===== src/rtl/apb_pkg.sv =====
// Shared types and constants for the DFE APB completer: FSM state encoding,
// the status register index helper and the DFE control register byte offsets.
package apb_pkg;

   typedef enum logic [1:0] {
      IDLE  = 2'd0,
      WAIT  = 2'd1,
      READY = 2'd2
   } apb_state_e;

   // Byte offsets of the DFE filter-array control registers
   localparam logic [7:0] COEF_SEL_OFS = 8'h00;
   localparam logic [7:0] BYPASS_OFS   = 8'h04;
   localparam logic [7:0] GAIN_OFS     = 8'h08;

   // The last register of the bank is the read-only status word
   function automatic int status_idx(input int num_regs);
      return num_regs - 1;
   endfunction

endpackage


===== src/rtl/apb_reg_bank.sv =====
// Register array behind the completer: write port, one-hot write strobe and
// read mux. The top entry is the live status word and is never stored.
module apb_reg_bank
   import apb_pkg::*;
#(
   parameter  int DATA_WIDTH = 32,
   parameter  int NUM_REGS   = 8,
   localparam int IDX_W      = $clog2(NUM_REGS)
) (
   input  logic                           i_clk,
   input  logic                           i_rst_n,
   input  logic                           i_wr_en,
   input  logic [IDX_W-1:0]               i_wr_idx,
   input  logic [DATA_WIDTH-1:0]          i_wr_data,
   input  logic [IDX_W-1:0]               i_rd_idx,
   input  logic [DATA_WIDTH-1:0]          i_status,
   output logic [DATA_WIDTH-1:0]          o_rd_data,
   output logic [NUM_REGS*DATA_WIDTH-1:0] o_ctrl_regs,
   output logic [NUM_REGS-1:0]            o_wr_strobe
);

   localparam logic [IDX_W-1:0] STATUS_IDX = IDX_W'(status_idx(NUM_REGS));

   logic [NUM_REGS-2:0][DATA_WIDTH-1:0] r_regs;
   logic [NUM_REGS-1:0]                 r_strobe;
   logic                                w_wr_ok;
   logic [NUM_REGS-1:0]                 w_onehot;

   assign w_wr_ok  = i_wr_en && (i_wr_idx != STATUS_IDX);
   assign w_onehot = NUM_REGS'(1) << i_wr_idx;

   always_ff @(posedge i_clk or negedge i_rst_n) begin
      if (!i_rst_n) begin
         r_regs   <= '0;
         r_strobe <= '0;
      end else begin
         for (int i = 0; i < NUM_REGS-1; i++) begin
            if (w_wr_ok && (i_wr_idx == IDX_W'(i))) r_regs[i] <= i_wr_data;
         end
         r_strobe <= w_wr_ok ? w_onehot : '0;
      end
   end

   generate
      for (genvar g = 0; g < NUM_REGS-1; g++) begin : g_flat
         assign o_ctrl_regs[g*DATA_WIDTH +: DATA_WIDTH] = r_regs[g];
      end
   endgenerate
   assign o_ctrl_regs[(NUM_REGS-1)*DATA_WIDTH +: DATA_WIDTH] = '0;
   assign o_wr_strobe = r_strobe;

   // Combinational read: a same-cycle write is only visible after the edge
   always_comb begin
      o_rd_data = '0;
      if (i_rd_idx == STATUS_IDX) begin
         o_rd_data = i_status;
      end else begin
         for (int i = 0; i < NUM_REGS-1; i++) begin
            if (i_rd_idx == IDX_W'(i)) o_rd_data = r_regs[i];
         end
      end
   end

endmodule


===== src/rtl/apb_completer.sv =====
// APB completer for one PSELx line of the DFE bridge: address decode, error
// flagging, programmable wait states and hand-off to the register bank.
module apb_completer
   import apb_pkg::*;
#(
   parameter int ADDR_WIDTH  = 32,
   parameter int DATA_WIDTH  = 32,
   parameter int NUM_REGS    = 8,
   parameter int WAIT_CYCLES = 0
) (
   input  logic                           PCLK,
   input  logic                           PRESETn,
   input  logic                           PSEL,
   input  logic                           PENABLE,
   input  logic                           PWRITE,
   input  logic [ADDR_WIDTH-1:0]          PADDR,
   input  logic [DATA_WIDTH-1:0]          PWDATA,
   output logic [DATA_WIDTH-1:0]          PRDATA,
   output logic                           PREADY,
   output logic                           PSLVERR,
   input  logic [DATA_WIDTH-1:0]          status_in,
   output logic [NUM_REGS*DATA_WIDTH-1:0] ctrl_regs,
   output logic [NUM_REGS-1:0]            wr_strobe
);

   localparam int                    IDX_W      = $clog2(NUM_REGS);
   localparam logic [IDX_W-1:0]      STATUS_IDX = IDX_W'(status_idx(NUM_REGS));
   localparam logic [ADDR_WIDTH-1:0] ADDR_LIMIT = ADDR_WIDTH'(NUM_REGS*4);
   localparam logic [3:0]            WAIT_LOAD  = 4'(WAIT_CYCLES);

   apb_state_e             r_state, w_state_nxt;
   logic [3:0]             r_cnt, w_cnt_nxt;
   logic                   r_write;
   logic                   r_err;
   logic [IDX_W-1:0]       r_idx;
   logic [DATA_WIDTH-1:0]  r_wdata;

   logic                   w_setup, w_access, w_capture;
   logic [IDX_W-1:0]       w_idx;
   logic                   w_err;
   logic                   w_commit;
   logic [DATA_WIDTH-1:0]  w_rd_data;

   assign w_setup   = PSEL && !PENABLE;
   assign w_access  = PSEL && PENABLE;
   assign w_capture = (r_state == IDLE) && w_setup;

   assign w_idx = PADDR[2 +: IDX_W];
   assign w_err = (PADDR[1:0] != 2'b00) || (PADDR >= ADDR_LIMIT) ||
                  (PWRITE && (w_idx == STATUS_IDX));

   always_ff @(posedge PCLK or negedge PRESETn) begin
      if (!PRESETn) begin
         r_state <= IDLE;
         r_cnt   <= '0;
      end else begin
         r_state <= w_state_nxt;
         r_cnt   <= w_cnt_nxt;
      end
   end

   always_comb begin
      w_state_nxt = r_state;
      w_cnt_nxt   = r_cnt;
      case (r_state)
         IDLE: begin
            if (w_setup) begin
               if (WAIT_LOAD != 4'd0) begin
                  w_state_nxt = WAIT;
                  w_cnt_nxt   = WAIT_LOAD;
               end else begin
                  w_state_nxt = READY;
               end
            end
         end
         WAIT: begin
            // Only real access-phase cycles count toward the wait budget
            if (!PSEL) begin
               w_state_nxt = IDLE;
            end else if (w_access) begin
               w_cnt_nxt = r_cnt - 4'd1;
               if (r_cnt <= 4'd1) w_state_nxt = READY;
            end
         end
         READY: begin
            if (!PSEL || w_access) w_state_nxt = IDLE;
         end
         default: w_state_nxt = IDLE;
      endcase
   end

   always_ff @(posedge PCLK or negedge PRESETn) begin
      if (!PRESETn) begin
         r_write <= 1'b0;
         r_err   <= 1'b0;
         r_idx   <= '0;
         r_wdata <= '0;
      end else if (w_capture) begin
         r_write <= PWRITE;
         r_err   <= w_err;
         r_idx   <= w_idx;
         r_wdata <= PWDATA;
      end
   end

   assign PREADY   = (r_state == READY) && PSEL && PENABLE;
   assign PSLVERR  = PREADY && r_err;
   assign w_commit = PREADY && r_write && !r_err;
   assign PRDATA   = (PREADY && !r_write && !r_err) ? w_rd_data : '0;

   apb_reg_bank #(
      .DATA_WIDTH (DATA_WIDTH),
      .NUM_REGS   (NUM_REGS)
   ) u_reg_bank (
      .i_clk       (PCLK),
      .i_rst_n     (PRESETn),
      .i_wr_en     (w_commit),
      .i_wr_idx    (r_idx),
      .i_wr_data   (r_wdata),
      .i_rd_idx    (r_idx),
      .i_status    (status_in),
      .o_rd_data   (w_rd_data),
      .o_ctrl_regs (ctrl_regs),
      .o_wr_strobe (wr_strobe)
   );

endmodule


===== config.mk =====
export PLATFORM = sky130hd
export DESIGN_NAME = apb_completer
export DESIGN_NICKNAME = d
export VERILOG_FILES = /design/src/rtl/apb_pkg.sv /design/src/rtl/apb_reg_bank.sv /design/src/rtl/apb_completer.sv
export SDC_FILE = /design/constraint.sdc
export NUM_CORES = 1
export LEC_CHECK = 0
export CORE_MARGIN = 1.5
export CORE_UTILIZATION = 47
export DETAILED_ROUTE_END_ITERATION = 10
export PLACE_DENSITY_LB_ADDON = 0.05
export SLEW_MARGIN = 0
export SYNTH_ARGS = -nofsm -noshare
export SYNTH_HDL_FRONTEND = slang
export SYNTH_SLANG_ARGS = --single-unit

===== constraint.sdc =====
create_clock -name PCLK -period 2.3 [get_ports PCLK]
set_input_delay 0.345 -clock PCLK [delete_from_list [all_inputs] [get_ports PCLK]]
set_output_delay 0.345 -clock PCLK [all_outputs]
set_load 0.05 [all_outputs]

Word-level counts from Yosys, hierarchy flattened
Index checks and enable logic that the tools add are counted.

Bits in latches: 0. Register bits after elaboration: 275. Memories: 0. Bits in read-only memories: 0. Output and inout port bits: 298. Memory bits (writable): 0.

$lt $le $gt $ge: 2. Equal/unequal tests: 15. Shift operators: 1. Div/mod/pow operators: 0. Bitwise gates (word level): 0. Mux-type cells: 16. Reduce and logical (&&, ||, !) cells: 31. Multipliers: 0. Add/sub/neg operators: 1.

Operators with widths (number): 2-to-1 mux 32 bit (9); greater-or-equal comparator 32 x 6 -> 1 bit (second input constant) (1); logical AND 1 bit (19); == test 3 bit (second input constant) (5); 2-to-1 mux 2 bit (5); inequality test 3 bit (second input constant) (3); 2-to-1 mux 8 bit (1); left shift 1 x 3 -> 8 bit (first input constant) (1); == test 3 x 2 -> 1 bit (second input constant) (2); one-hot mux 2 bit (3 select lines) (1); <= comparator 4 x 1 -> 1 bit (second input constant) (1); zero test 1 bit (4); inequality test 2 bit (second input constant) (2); AND reduction 4 bit (1); subtractor 4 x 1 -> 4 bit (second input constant) (1); == test 3 x 1 -> 1 bit (second input constant) (1); zero test 3 bit (1); logical OR 1 bit (3); AND reduction 3 bit (1); == test 2 x 1 -> 1 bit (second input constant) (1); == test 2 bit (second input constant) (1); zero test 2 bit (1); nonzero test 2 bit (1).

Longest topological paths before layout
Word-level depth: 10. Mapped depth: 7. Gate-level depth less buffers: 5.

Cells and area by module
A second synthesis with hierarchy kept.

Cells, all modules: 1249. Area, all modules: 13476.7 um2.

By module, submodules not included: apb_reg_bank (cells an instance 1115, times used 1, area each 11727.5 um2, sequential area each 5805.6 um2); apb_completer (cells an instance 134, times used 1, area each 1749.2 um2, sequential area each 950.9 um2).

Least setup slack after synthesis
Ideal clock, no wire load.

Kind: register to output. From: register r_idx[0]. To: output port PRDATA[30]. Data arrival time: 3.487 ns. Stages on the path, launching flop included: 7. Setup slack: -1.532 ns. Cell sequence: dfrtp_1 > buf_4 > buf_6 > buf_6 > buf_4 > o22ai_1 > a2111oi_0.

Longest elaborated chain between the ends: 10.

Ends and longest elaborated chain: from (decl) (RTL line apb_completer.sv:35) `logic [IDX_W-1:0] r_idx;`; from (signal assigned) (RTL line apb_completer.sv:101) `r_idx <= w_idx;`; zero test 3 bit (RTL line apb_reg_bank.sv:59) `if (i_rd_idx == IDX_W'(i)) o_rd_data = r_regs[i];`; 2-to-1 mux 32 bit (7 in series) (RTL line apb_reg_bank.sv:59); 2-to-1 mux 32 bit * (RTL line apb_reg_bank.sv:55) `if (i_rd_idx == STATUS_IDX) begin`; 2-to-1 mux 32 bit * (RTL line apb_completer.sv:109) `assign PRDATA = (PREADY && !r_write && !r_err) ? w_rd_data : '0;`; to (decl) (RTL line apb_completer.sv:18) `output logic [DATA_WIDTH-1:0] PRDATA,`.

Mark *: on every way between the ends. The rest lies on a longest branch, timed or not.

Worst setup path after layout
From: register r_idx[0]. To: output port PRDATA[4].

Same word-level chain as after synthesis.

==> impl_results.md <==
- Status: finished with violations
- Failing checks: negative setup slack
- Critical-path top delay cell: dfrtp_4
- GR Util met2: between 40% and 50%
- CP Class: reg -> out
- Fill cell count: roughly 1700
- Initial antenna violation count: 3
- Syn. warnings: 0
- Peak VDD IR: roughly 0.71 mV
- Pleak: roughly 8.3 nW
- Overall Global Routing Usage: 27.6%
- Post-DR wirelength/cell: 23.1 um
- Cell count after synthesis: about 840
- Ports: between 300 and 400
- Drt total wl: 37.6 mm
- CTS Buffer Depth: 3
- Fin crit period: 2.62 ns
- Nets: between 1000 and 1500
- Pre-CTS setup slack: -0.259 ns
- H-tree levels: 1
- Share of the yosys chip area belonging to registers: about 54%
- Type of origin of the critical path: register
- Layout cells sized above 1: about 44%
- Avg Cell Area, Syn: 14.9 um^2
- Starting density of the core: a little under half
- Vias: roughly 9000
- Post-route setup TNS: -8.38 ns
- Top_reg_cell synth: dfrtp_1
- Reg2reg end: u_reg_bank.o_ctrl_regs[171]
- WHS: about 0.4 ns
- Num CTS Buffers: 29
- TritonRoute pass-1 iters: 6
- Max_cap viols: 0
- Delay-heaviest family, CP: flip-flops
- Final setup viols: 32
- Crit path required time: 1.96 ns
- Synth top area cells: dfrtp_1, mux2_2, mux4_2, buf_4, nand2_1
- Fin crit share: 114%
- Pin count of the biggest net entering global routing: around 80
- Final instance area: between 15000 and 20000 um^2
- Final Skew: 0.0117 ns
- GR met3 Demand/Resource: under 10%
- IO Port Bufs: around 370
- Critical path peak fanout: 7
- Reg2reg start: r_idx[0]
- R2R Setup Slk: 0.28 ns
- Latest clock arrival within the worst-skew pair: 0.54 ns
- Synth cell count leaders: dfrtp_1, mux2_2, mux4_2, nand2_1, buf_4
- Core box area: roughly 26000 um^2
- Synth area leader: dfrtp_1
- Post-synth EDFFs: 0
- Max Fclk: around 380 MHz
- Crit path largest cell delay: 0.52 ns
- Synth async-reset ratio: 100%
- Placer Congestion: slightly above 0.8
- Detailed-placement wirelength estimate: approximately 26 mm
- FP Rows: slightly below 60
- Die width: between 150 and 200 um
- Die height: approximately 170 um
- WP depth: 5
- Top-count cell post-synth: dfrtp_1
- CP startpoint: r_idx[0]
- Synth unique cells: 36
- Hold Crit Class: in -> async
- Met1 global-route usage: 36.8%
- Synthesized flop and latch total: 270
- Reg2reg path depth: 6
- Endpoint class of the critical path: output pin
- Clk slew on worst S/H paths: around 0.06 ns
- Gr ovfl total: 0
- Final hold vios: 0
- CTS tree: done
- WP buf/inv: 2
- Post-route DRC violation count: 0
- Global-route wire length before repair: a little under 60 mm
- Placement-stage cell area: between 15000 and 20000 um^2
- Final Max Slew Viols: 0
- CTS root buffer: clkbuf_16
- WP data arrival: between 2 and 2.5 ns
- Least-Margin Pin Slew: between 0.6 and 0.7 ns
- Yosys top cell area share: between 50% and 60%
- Mapped Area: between 10000 and 15000 um^2
- Vias in the first global route: 9651
- RSZ-0062 raised after global routing: yes
- Post-route ant nets: 0
- Worst slew margin: 55.9%
- Final worst slack: -0.324 ns
- Pwr per Cell Area: between 700 and 800 nW/um^2
- CP Cell Sequence: buf_4, mux4_2, a211oi_4, a311oi_4, buf_12
- Layout area overhead: 51.9%
- Busiest grt layer: met2
- Iter 0 DRT Violations: roughly 530
- Die area: around 27000 um^2
- CTS sink cnt: 270
- CP Capture Point: PRDATA[4]
- Via density: between 5 and 6
-- registers in the layout, indices dropped and copies added, names as in the netlist --
signal                  flops
r_wdata                    32
u_reg_bank.o_wr_strobe      8
r_write                     1
r_err                       1
r_idx                       3
r_state                     1
u_reg_bank.o_ctrl_regs    224
-- through the flow --
stage	instances	total power, mW	util (%)
2_1_floorplan	868	8.20	-
3_3_place_gp	1555	9.73	66.8
3_5_place_dp	1555	9.78	66.8
4_1_cts	1624	14.6	72.2
5_1_grt	1626	15.1	72.5
6_report	1626	14.6	72.5
-- worst min path at each step --
| stage | to | slack [ns] | depth (start not counted) |
|---|---|---|---|
| 2_1_floorplan | r_err | 0.05 | 0 |
| 3_3_place_gp | u_reg_bank.o_wr_strobe[1] | 0.39 | 1 |
| 3_5_place_dp | u_reg_bank.o_wr_strobe[3] | 0.40 | 1 |
| 4_1_cts | r_wdata[10] | 0.41 | 2 |
| 5_1_grt | r_wdata[19] | 0.41 | 2 |
| 6_report | u_reg_bank.o_wr_strobe[3] | 0.40 | 2 |
-- final cells by class --
cell class                 count  area, um^2  share of cell area [%]
sequential                   270        6770                    35.8
multi-input combinational    507        5620                    29.8
timing repair buffer         454        5130                    27.2
clock buffer                  43         858                    4.54
tap                          335         419                    2.22
clock inverter                10        77.6                   0.410
inverter                       5        18.8                  0.0993
antenna                        2        5.00                  0.0265
-- placed cells by master (no fill, tap or decap), drive strengths merged, types with 2 or more instances in the layout --
cell type,n
mux2i,8
nor2,17
clkdlybuf4s50,331
a2111oi,4
conb,33
dfrtp,270
nor3,2
mux4,56
buf,120
a311oi,4
o21ai,6
clkinv,8
nand4,3
o22ai,4
nor2b,2
diode,2
nand3,4
mux2,263
inv,5
a21oi,28
nor3b,2
clkbuf,44
a211oi,4
nor4,6
nand2,56
-- repair_timing --
action / in CTS / in global routing
gates resized for setup: 64 / 28
pin swaps: 27 / 19
endpoints found under the setup margin: 32 / 32
endpoints found under the hold margin: 70 / 0
gates cloned: 2 / 0
setup buffers: 15 / 2
hold buffers: 1 / 0
-- worst reg2reg max path, stage by stage (launching register included) --
cell and delay [ns]:
dfrtp_4 0.52, buf_8 0.16, nand2_2 0.15, buf_4 0.18
nor3b_4 0.29, buf_12 0.24, mux2_2 0.37
-- layer usage --
metal | routed length (um) | vias to the layer above
li1 | - | 3876
met1 | 15800 | 4647
met2 | 18300 | 351
met3 | 2480 | 66
met4 | 1050 | 0
met5 | 0 | -
-- report_power, final --
part	total (mW)	switching (mW)	internal, mW
Clock	4.53	1.85	2.68
Sequential	5.76	0.545	5.22
Combinational	4.27	2.46	1.81
-- logic make-up after synthesis --
kind of cell           synth area share [%]
multiplexers                           34.6
flip-flops                             54.3
AND/OR/NAND/NOR                        3.87
buffers and inverters                  4.82
AO/OA/AOI/OAI                          2.43
other                                0.0301
(Power assumes the default switching activity.)
